[config.mk]
export PLATFORM = sky130hd
export DESIGN_NAME = mc_ctrl_unit_flat
export DESIGN_NICKNAME = d
export VERILOG_FILES = /design/src/rtl/mc_ctrl_unit_if.sv /design/src/rtl/mc_ctrl_unit.sv /design/src/flat_wrapper.sv
export SDC_FILE = /design/constraint.sdc
export NUM_CORES = 1
export LEC_CHECK = 0
export CAP_MARGIN = 20
export CORE_MARGIN = 3
export CORE_UTILIZATION = 42
export DETAILED_ROUTE_END_ITERATION = 12
export GPL_TIMING_DRIVEN = 0
export PLACE_DENSITY = 0.95
export SLEW_MARGIN = 5
export SYNTH_ARGS = -nofsm -noshare
export SYNTH_HDL_FRONTEND = slang
export SYNTH_SLANG_ARGS = --single-unit
[constraint.sdc]
create_clock -name clk -period 2.74 [get_ports clk]
set_input_delay 0.685 -clock clk [delete_from_list [all_inputs] [get_ports clk]]
set_output_delay 0.685 -clock clk [all_outputs]
set_load 0.1 [all_outputs]
[src/rtl/mc_ctrl_unit_if.sv]
// Control/status bundle between the multicycle MIPS controller (master)
// and the shared datapath plus unified memory (slave).
interface mc_ctrl_unit_if;
  logic [5:0] op;
  logic [5:0] funct;
  logic       zero;
  logic       mem_ready;
  logic [2:0] alu_ctrl;
  logic       alu_src_a;
  logic [1:0] alu_src_b;
  logic [1:0] pc_src;
  logic       pc_en;
  logic       i_or_d;
  logic       mem_read;
  logic       mem_write;
  logic       ir_write;
  logic       reg_write;
  logic       reg_dst;
  logic       mem_to_reg;
  logic       instr_done;
  logic       illegal;

  modport master (
    input  op, funct, zero, mem_ready,
    output alu_ctrl, alu_src_a, alu_src_b, pc_src, pc_en, i_or_d, mem_read,
           mem_write, ir_write, reg_write, reg_dst, mem_to_reg, instr_done, illegal
  );

  modport slave (
    output op, funct, zero, mem_ready,
    input  alu_ctrl, alu_src_a, alu_src_b, pc_src, pc_en, i_or_d, mem_read,
           mem_write, ir_write, reg_write, reg_dst, mem_to_reg, instr_done, illegal
  );
endinterface

[src/rtl/mc_ctrl_unit.sv]
// Multicycle MIPS main controller: fetch/decode/execute sequencing for the shared datapath.
// Optional addi/slti support is compiled in with `define MC_ITYPE_ALU_EN.
module mc_ctrl_unit #(
  parameter int STATE_W = 4
) (
  input  logic               clk,
  input  logic               rst_n,
  mc_ctrl_unit_if.master     bus,
  output logic [STATE_W-1:0] state
);

  typedef enum logic [3:0] {
    FETCH    = 4'd0,
    DECODE   = 4'd1,
    MEM_ADDR = 4'd2,
    MEM_RD   = 4'd3,
    MEM_WB   = 4'd4,
    MEM_WR   = 4'd5,
    R_EXEC   = 4'd6,
    R_WB     = 4'd7,
    BRANCH   = 4'd8,
    JUMP     = 4'd9,
    I_EXEC   = 4'd10,
    I_WB     = 4'd11,
    HALT     = 4'd15
  } state_t;

  localparam logic [5:0] OP_RTYPE = 6'b000000;
  localparam logic [5:0] OP_LW    = 6'b100011;
  localparam logic [5:0] OP_SW    = 6'b101011;
  localparam logic [5:0] OP_BEQ   = 6'b000100;
  localparam logic [5:0] OP_BNE   = 6'b000101;
  localparam logic [5:0] OP_J     = 6'b000010;
`ifdef MC_ITYPE_ALU_EN
  localparam logic [5:0] OP_ADDI  = 6'b001000;
  localparam logic [5:0] OP_SLTI  = 6'b001010;
`endif

  state_t cur, nxt;

  logic [2:0] alu_ctrl;
  logic       alu_src_a;
  logic [1:0] alu_src_b;
  logic [1:0] pc_src;
  logic       pc_en, i_or_d, mem_read, mem_write, ir_write;
  logic       reg_write, reg_dst, mem_to_reg, instr_done, illegal;

  always_ff @(posedge clk or negedge rst_n) begin
    if (!rst_n) cur <= FETCH;
    else        cur <= nxt;
  end

  always_comb begin
    nxt        = cur;
    alu_ctrl   = 3'b000;
    alu_src_a  = 1'b0;
    alu_src_b  = 2'b00;
    pc_src     = 2'b00;
    pc_en      = 1'b0;
    i_or_d     = 1'b0;
    mem_read   = 1'b0;
    mem_write  = 1'b0;
    ir_write   = 1'b0;
    reg_write  = 1'b0;
    reg_dst    = 1'b0;
    mem_to_reg = 1'b0;
    instr_done = 1'b0;
    illegal    = 1'b0;
    case (cur)
      FETCH: begin
        mem_read  = 1'b1;
        alu_src_b = 2'b01;
        alu_ctrl  = 3'b010;
        ir_write  = bus.mem_ready;
        pc_en     = bus.mem_ready;
        if (bus.mem_ready) nxt = DECODE;
      end
      DECODE: begin
        alu_src_b = 2'b11;
        alu_ctrl  = 3'b010;
        case (bus.op)
          OP_RTYPE:      nxt = R_EXEC;
          OP_LW, OP_SW:  nxt = MEM_ADDR;
          OP_BEQ, OP_BNE: nxt = BRANCH;
          OP_J:          nxt = JUMP;
`ifdef MC_ITYPE_ALU_EN
          OP_ADDI, OP_SLTI: nxt = I_EXEC;
`endif
          default:       nxt = HALT;
        endcase
      end
      MEM_ADDR: begin
        alu_src_a = 1'b1;
        alu_src_b = 2'b10;
        alu_ctrl  = 3'b010;
        nxt       = (bus.op == OP_SW) ? MEM_WR : MEM_RD;
      end
      MEM_RD: begin
        mem_read = 1'b1;
        i_or_d   = 1'b1;
        if (bus.mem_ready) nxt = MEM_WB;
      end
      MEM_WB: begin
        reg_write  = 1'b1;
        mem_to_reg = 1'b1;
        instr_done = 1'b1;
        nxt        = FETCH;
      end
      MEM_WR: begin
        mem_write  = 1'b1;
        i_or_d     = 1'b1;
        instr_done = bus.mem_ready;
        if (bus.mem_ready) nxt = FETCH;
      end
      // An unsupported funct is trapped here, before any register write.
      R_EXEC: begin
        alu_src_a = 1'b1;
        nxt       = R_WB;
        case (bus.funct)
          6'b100000: alu_ctrl = 3'b010;
          6'b100010: alu_ctrl = 3'b110;
          6'b100100: alu_ctrl = 3'b000;
          6'b100101: alu_ctrl = 3'b001;
          6'b101010: alu_ctrl = 3'b111;
          default:   nxt = HALT;
        endcase
      end
      R_WB: begin
        reg_write  = 1'b1;
        reg_dst    = 1'b1;
        instr_done = 1'b1;
        nxt        = FETCH;
      end
      BRANCH: begin
        alu_src_a  = 1'b1;
        alu_ctrl   = 3'b110;
        pc_src     = 2'b01;
        pc_en      = (bus.op == OP_BNE) ? ~bus.zero : bus.zero;
        instr_done = 1'b1;
        nxt        = FETCH;
      end
      JUMP: begin
        pc_src     = 2'b10;
        pc_en      = 1'b1;
        instr_done = 1'b1;
        nxt        = FETCH;
      end
`ifdef MC_ITYPE_ALU_EN
      I_EXEC: begin
        alu_src_a = 1'b1;
        alu_src_b = 2'b10;
        alu_ctrl  = (bus.op == OP_SLTI) ? 3'b111 : 3'b010;
        nxt       = I_WB;
      end
      I_WB: begin
        reg_write  = 1'b1;
        instr_done = 1'b1;
        nxt        = FETCH;
      end
`endif
      HALT: begin
        illegal = 1'b1;
        nxt     = HALT;
      end
      default: nxt = HALT;
    endcase
    // Strobes must die the instant reset asserts, not at the next edge.
    if (!rst_n) begin
      pc_en      = 1'b0;
      ir_write   = 1'b0;
      mem_read   = 1'b0;
      mem_write  = 1'b0;
      reg_write  = 1'b0;
      instr_done = 1'b0;
    end
  end

  assign bus.alu_ctrl   = alu_ctrl;
  assign bus.alu_src_a  = alu_src_a;
  assign bus.alu_src_b  = alu_src_b;
  assign bus.pc_src     = pc_src;
  assign bus.pc_en      = pc_en;
  assign bus.i_or_d     = i_or_d;
  assign bus.mem_read   = mem_read;
  assign bus.mem_write  = mem_write;
  assign bus.ir_write   = ir_write;
  assign bus.reg_write  = reg_write;
  assign bus.reg_dst    = reg_dst;
  assign bus.mem_to_reg = mem_to_reg;
  assign bus.instr_done = instr_done;
  assign bus.illegal    = illegal;
  assign state          = STATE_W'(cur);

endmodule

[src/flat_wrapper.sv]
// flat-port wrapper written by rule: the top's interface ports become plain ports
module mc_ctrl_unit_flat 
#(
  parameter int STATE_W = 4
)
  (clk, rst_n, state, bus_op, bus_funct, bus_zero, bus_mem_ready, bus_alu_ctrl, bus_alu_src_a, bus_alu_src_b, bus_pc_src, bus_pc_en, bus_i_or_d, bus_mem_read, bus_mem_write, bus_ir_write, bus_reg_write, bus_reg_dst, bus_mem_to_reg, bus_instr_done, bus_illegal);
  mc_ctrl_unit_if bus_i ();
  input  logic clk;
  input  logic rst_n;
  output logic [STATE_W-1:0] state;
  input wire logic [$bits(bus_i.op)-1:0] bus_op;
  input wire logic [$bits(bus_i.funct)-1:0] bus_funct;
  input wire logic [$bits(bus_i.zero)-1:0] bus_zero;
  input wire logic [$bits(bus_i.mem_ready)-1:0] bus_mem_ready;
  output wire logic [$bits(bus_i.alu_ctrl)-1:0] bus_alu_ctrl;
  output wire logic [$bits(bus_i.alu_src_a)-1:0] bus_alu_src_a;
  output wire logic [$bits(bus_i.alu_src_b)-1:0] bus_alu_src_b;
  output wire logic [$bits(bus_i.pc_src)-1:0] bus_pc_src;
  output wire logic [$bits(bus_i.pc_en)-1:0] bus_pc_en;
  output wire logic [$bits(bus_i.i_or_d)-1:0] bus_i_or_d;
  output wire logic [$bits(bus_i.mem_read)-1:0] bus_mem_read;
  output wire logic [$bits(bus_i.mem_write)-1:0] bus_mem_write;
  output wire logic [$bits(bus_i.ir_write)-1:0] bus_ir_write;
  output wire logic [$bits(bus_i.reg_write)-1:0] bus_reg_write;
  output wire logic [$bits(bus_i.reg_dst)-1:0] bus_reg_dst;
  output wire logic [$bits(bus_i.mem_to_reg)-1:0] bus_mem_to_reg;
  output wire logic [$bits(bus_i.instr_done)-1:0] bus_instr_done;
  output wire logic [$bits(bus_i.illegal)-1:0] bus_illegal;
  assign bus_i.op = bus_op;
  assign bus_i.funct = bus_funct;
  assign bus_i.zero = bus_zero;
  assign bus_i.mem_ready = bus_mem_ready;
  assign bus_alu_ctrl = bus_i.alu_ctrl;
  assign bus_alu_src_a = bus_i.alu_src_a;
  assign bus_alu_src_b = bus_i.alu_src_b;
  assign bus_pc_src = bus_i.pc_src;
  assign bus_pc_en = bus_i.pc_en;
  assign bus_i_or_d = bus_i.i_or_d;
  assign bus_mem_read = bus_i.mem_read;
  assign bus_mem_write = bus_i.mem_write;
  assign bus_ir_write = bus_i.ir_write;
  assign bus_reg_write = bus_i.reg_write;
  assign bus_reg_dst = bus_i.reg_dst;
  assign bus_mem_to_reg = bus_i.mem_to_reg;
  assign bus_instr_done = bus_i.instr_done;
  assign bus_illegal = bus_i.illegal;
  mc_ctrl_unit #(.STATE_W(STATE_W)) u_core (.clk(clk), .rst_n(rst_n), .bus(bus_i), .state(state));
endmodule
# Yosys cells after proc, flatten, opt, wreduce, memory -nomap -nowiden
# Index checks and enable logic that the tools add are counted.
[word_totals]
reg_bits = 4
latch_bits = 0
mem_bits_rw = 0
mem_bits_ro = 0
inputBits = 16
output_inout_bits = 22
elab_cells = 66
memories = 0
[op_classes]
addsub = 0
multipliers = 0
div = 0
n_lt_le_gt_ge = 0
eq_ne = 23
shifts = 0
n_mux = 29
n_bitwise = 1
reduce_logical = 12
[ops]
columns = ["op", "n"]
rows = [
  ["6-bit == test (second input constant)", 7],
  ["4-bit case mux with 7 select lines", 1],
  ["4-bit by 3-bit == test with 1-bit output (second input constant)", 4],
  ["1-bit 2-to-1 mux", 16],
  ["4-bit 2-to-1 mux", 4],
  ["4-bit case mux with 4 select lines", 1],
  ["4-bit == test (second input constant)", 3],
  ["6-bit by 3-bit == test with 1-bit output (second input constant)", 2],
  ["3-bit case mux with 4 select lines", 1],
  ["2-bit OR reduction", 5],
  ["3-bit case mux with 3 select lines", 1],
  ["4-bit by 2-bit == test with 1-bit output (second input constant)", 2],
  ["6-bit by 2-bit == test with 1-bit output (second input constant)", 1],
  ["6-bit logical NOT", 1],
  ["2-bit != test (second input constant)", 3],
  ["2-bit case mux with 3 select lines", 1],
  ["3-bit OR reduction", 2],
  ["5-bit OR reduction", 1],
  ["4-bit by 1-bit == test with 1-bit output (second input constant)", 1],
  ["4-bit logical NOT", 1],
  ["2-bit case mux with 2 select lines", 1],
  ["4-bit OR reduction", 1],
  ["3-bit 2-to-1 mux", 1],
  ["1-bit case mux with 3 select lines", 1],
  ["3 further kinds", 3],
]

# Longest topological paths before layout
[logic_depth]
depth_word = 4
mapped_depth = 6
ltp_nobuf = 5

# Worst setup path before layout
# No wires, ideal clock.
[synth_timing]
kind = "register -> output"
from = "register u_core.cur[2] (netlist: u_core.state[2])"
to = "output port bus_instr_done"
t_arrival_ns = 3.735
t_required_ns = 2.055
path_slack_ns = -1.680
stages_incl_launch_ff = 5
n_path_buf = 1
cell_sequence = "dfrtp_1 > buf_2 > and2b_1 > o21ai_0 > a21boi_0"
[synth_between]
elab_chain_cells = 4
word_cells_on_any_way = 8
classes_between = "eq/ne: 5; mux: 2; reduce/logical: 1"
[synth_rtl]
columns = ["element", "line_no", "rtl"]
rows = [
  ["start: declaration", "mc_ctrl_unit.sv:39", "state_t cur, nxt;"],
  ["start signal: assignment", "mc_ctrl_unit.sv:50", "else cur <= nxt;"],
  ["4-bit by 3-bit == test with 1-bit output or 4-bit == test (tied branches)", "mc_ctrl_unit.sv:69", "case (cur)"],
  ["4-bit OR reduction (no line)", "n/a", ""],
  ["1-bit case mux with 2 select lines *", "mc_ctrl_unit.sv:69", ""],
  ["1-bit 2-to-1 mux *", "mc_ctrl_unit.sv:168", "if (!rst_n) begin"],
  ["end: declaration", "flat_wrapper.sv:27", "output wire logic [$bits(bus_i.instr_done)-1:0] bus_instr_done;"],
]
# Every way passes the cells marked *; elsewhere a longest branch is shown, timed or not.

# Final worst setup path
[layout_timing]
from = "input port bus_op[4]"
to = "output port bus_pc_en"
[layout_between]
elab_chain_cells = 4
[layout_rtl]
columns = ["element", "line_no", "rtl"]
rows = [
  ["start: declaration", "flat_wrapper.sv:11", "input wire logic [$bits(bus_i.op)-1:0] bus_op;"],
  ["6-bit by 3-bit == test with 1-bit output", "mc_ctrl_unit.sv:138", "pc_en = (bus.op == OP_BNE) ? ~bus.zero : bus.zero;"],
  ["1-bit 2-to-1 mux", "mc_ctrl_unit.sv:138", ""],
  ["1-bit case mux with 3 select lines", "mc_ctrl_unit.sv:69", ""],
  ["1-bit 2-to-1 mux", "mc_ctrl_unit.sv:168", ""],
  ["end: declaration", "flat_wrapper.sv:19", "output wire logic [$bits(bus_i.pc_en)-1:0] bus_pc_en;"],
]
# Every way passes these cells.

==> flow_summary.json <==
{
  "outcome": "finished clean",
  "end_kind": "output pin",
  "drtPass1Iterations": 4,
  "ctsHoldBuffers": 0,
  "track_usage_pct": 22.63,
  "met3_usage_pct": 3.383,
  "slew_viol_final": 0,
  "dr.first_iter.drc_count": 17,
  "ys_async_sr_fraction_pct": 100.0,
  "rows": 14,
  "holdWs_ns": 0.6994,
  "boundaryPins": 38,
  "power_mw": 0.1931,
  "synth_nets": 122,
  "multiInputGateArea_sq_um": 654.4,
  "timing.critical_path.cells": "clkdlybuf4s50_1, nand3b_1, xnor2_1, o21ai_1, a21oi_4, buf_12",
  "die_x_um": 47.78,
  "cp_slowest_cell": "clkdlybuf4s50_1",
  "ys_ff_latch": 4,
  "num-fill-cells": 118,
  "ant_nets": 0,
  "use_met1_pct": 25.56,
  "synth.avg_cell_area_sq_um": 6.917,
  "tns_ns": 0,
  "cp.required_ns": 2.06,
  "ir_worst_vdd_uv": 256.5,
  "cts_buffers": 3,
  "h-tree-depth": 1,
  "rsz0062_at_grt": "false",
  "synth.cell_area_sq_um": 733.2,
  "synth_edf_count": 0,
  "start_kind": "input pin",
  "antenna_cells": 0,
  "routedWlPerCell_um": 14.93,
  "path_class": "input pin to output pin",
  "grt_use_met2_pct": 41.95,
  "drc": 0,
  "layout-drive-gt1-share_pct": 38.62,
  "largest_register_ffs": 4,
  "cpPeakStageDelay_ns": 0.50,
  "fin_crit_sh_pct": 98.32,
  "holdCritStartpoint": "u_core.state[3]",
  "ys_warn_count": 0,
  "reg2reg_from": "u_core.state[3]",
  "syn_to_final_growth_pct": 66.72,
  "critPathArrivalTime_ns": 2.01,
  "overflow": 0,
  "via_per_inst": 5.820,
  "grt_antenna_before_repair": 0,
  "busiest_layer": "met2",
  "die_h_um": 47.78,
  "synth_flop_cell": "dfrtp_1",
  "hp-class": "flip-flop to flip-flop",
  "mostFrequentLayoutCells": "clkdlybuf4s50_1 (14), nand2_1 (9), nor2_1 (8)",
  "clk_pin_slew_ns": 0.04,
  "clock-sinks": 4,
  "critPathLaunch": "bus_op[4]",
  "vias": 937,
  "clk_latency_ns": 0.25,
  "setup_viol": 0,
  "finalCriticalPeriod_ns": 2.694,
  "synth.distinct_cells": 44,
  "power_density_mw_per_mm2": 158.0,
  "routed_wl_mm": 2.404,
  "postCtsSetupRepairBufs": 0,
  "maxCapViolations": 0,
  "mostFrequentLayoutCell": "clkdlybuf4s50_1",
  "worst_clock_skew_ns": 0.005288,
  "netlist_instances": 106,
  "fin_nets": 163,
  "grt_pass1_wl_mm": 3.670,
  "tritoncts": "yes",
  "grt_max_degree": 11,
  "max-slew-margin-rel_pct": 34.83,
  "dieArea_sq_mm": 0.002283,
  "portBuffers": 36,
  "worst-path-max-fanout": 6,
  "p_leak_nw": 0.4540,
  "grt_pass1_vias": 849,
  "hold_viol_final": 0,
  "area.sequential_sq_um": 105.1,
  "initial_core_util_pct": 46.51,
  "dp_slack_ns": -1.168,
  "clockBufferDepth": 2,
  "fin_ws_ns": 0.04595,
  "core-area_sq_mm": 0.001577,
  "ys_seq_area_share_pct": 13.65,
  "worstMarginPinSlew_ns": 0.9745,
  "root_buffer": "clkbuf_4",
  "gp_congestion": 0.8546,
  "hpwl_mm": 1.908,
  "fmax_mhz": 371.2
}
[cell type report]
| cell class | count | share of cell area, % |
|---|---|---|
| Inverter | 2 | 0.6141 |
| Timing Repair Buffer | 36 | 28.35 |
| Buffer | 8 | 5.425 |
| Multi-Input combinational cell | 92 | 53.53 |
| Tap cell | 16 | 1.638 |
| Clock buffer | 3 | 1.842 |
| Sequential cell | 4 | 8.598 |
[final timing paths]
kind / to / slack, ns / cells after the start
worst max register to register: u_core.state[2] / 1.26 / 5
worst min-delay path: u_core.state[3] / 0.70 / 3
worst min register to register: u_core.state[3] / 0.70 / 3
worst max-delay path: bus_pc_en / 0.05 / 6
max in group asynchronous: u_core.state[1] / 1.72 / 1
min in group asynchronous: u_core.state[2] / 0.72 / 1
[synth_stat cells (2+ instances only)]
cell	n	area, sq um
nand2b_1	4	25.02
o21ai_1	2	10.01
nand4b_1	2	17.52
dfrtp_1	4	100.1
a21boi_0	2	15.01
nor2b_1	5	31.28
a31oi_1	2	12.51
o21ai_0	8	40.04
nand2_1	9	33.78
a21oi_1	7	35.03
xnor2_1	2	17.52
nor3_1	5	25.02
buf_2	3	15.01
buf_4	2	15.01
nor2_1	13	48.80
and3_1	6	37.54
buf_6	2	22.52
nor3b_1	2	15.01
[per-layer routing]
metal  share of wire, %  vias up
li1                   -      471
met1                 44      429
met2                 49       33
met3                4.7        4
met4                1.8        0
met5                  0        -
[what timing repair did]
item / CTS / global route
pin swaps: 2 / 2
endpoints found under the setup margin: 18 / 10
gates resized for setup: 90 / 16
[kinds of logic (layout without fill, tap and decap cells)]
logic type	count (synthesis)	count (layout)	synth area share [%]
compound gates	31	31	26.11
xor+xnor	2	2	2.390
fa+ha+maj	1	1	1.365
buf+inv	10	49	10.07
flops	4	4	13.65
mux	2	2	2.901
simple gates	56	56	43.52
[report_power, final]
| part | leakage, nW | switching (mW) | internal, mW |
|---|---|---|---|
| clock | 0.0138 | 0.0332 | 0.0496 |
| sequential | 0.0337 | 0 | 0.0592 |
| combinational | 0.406 | 0.0241 | 0.0269 |
[critical path: cells and delay by family]
| family | cells | cell delay (ns) |
|---|---|---|
| AO/OA/AOI/OAI | 2 | 0.25 |
| XOR/XNOR | 1 | 0.15 |
| buffers and inverters | 2 | 0.69 |
| AND/OR/NAND/NOR | 1 | 0.23 |
[through the flow]
stage | utilization [%] | cell area, sq um | cells
finish | 77.54 | 1222 | 161
floorplan | - | 817.0 | 106
CTS | 76.90 | 1212 | 161
detailed placement | 75.95 | 1197 | 158
global placement | 75.95 | 1197 | 158
global route | 77.54 | 1222 | 161
(Power assumes the default switching activity.)
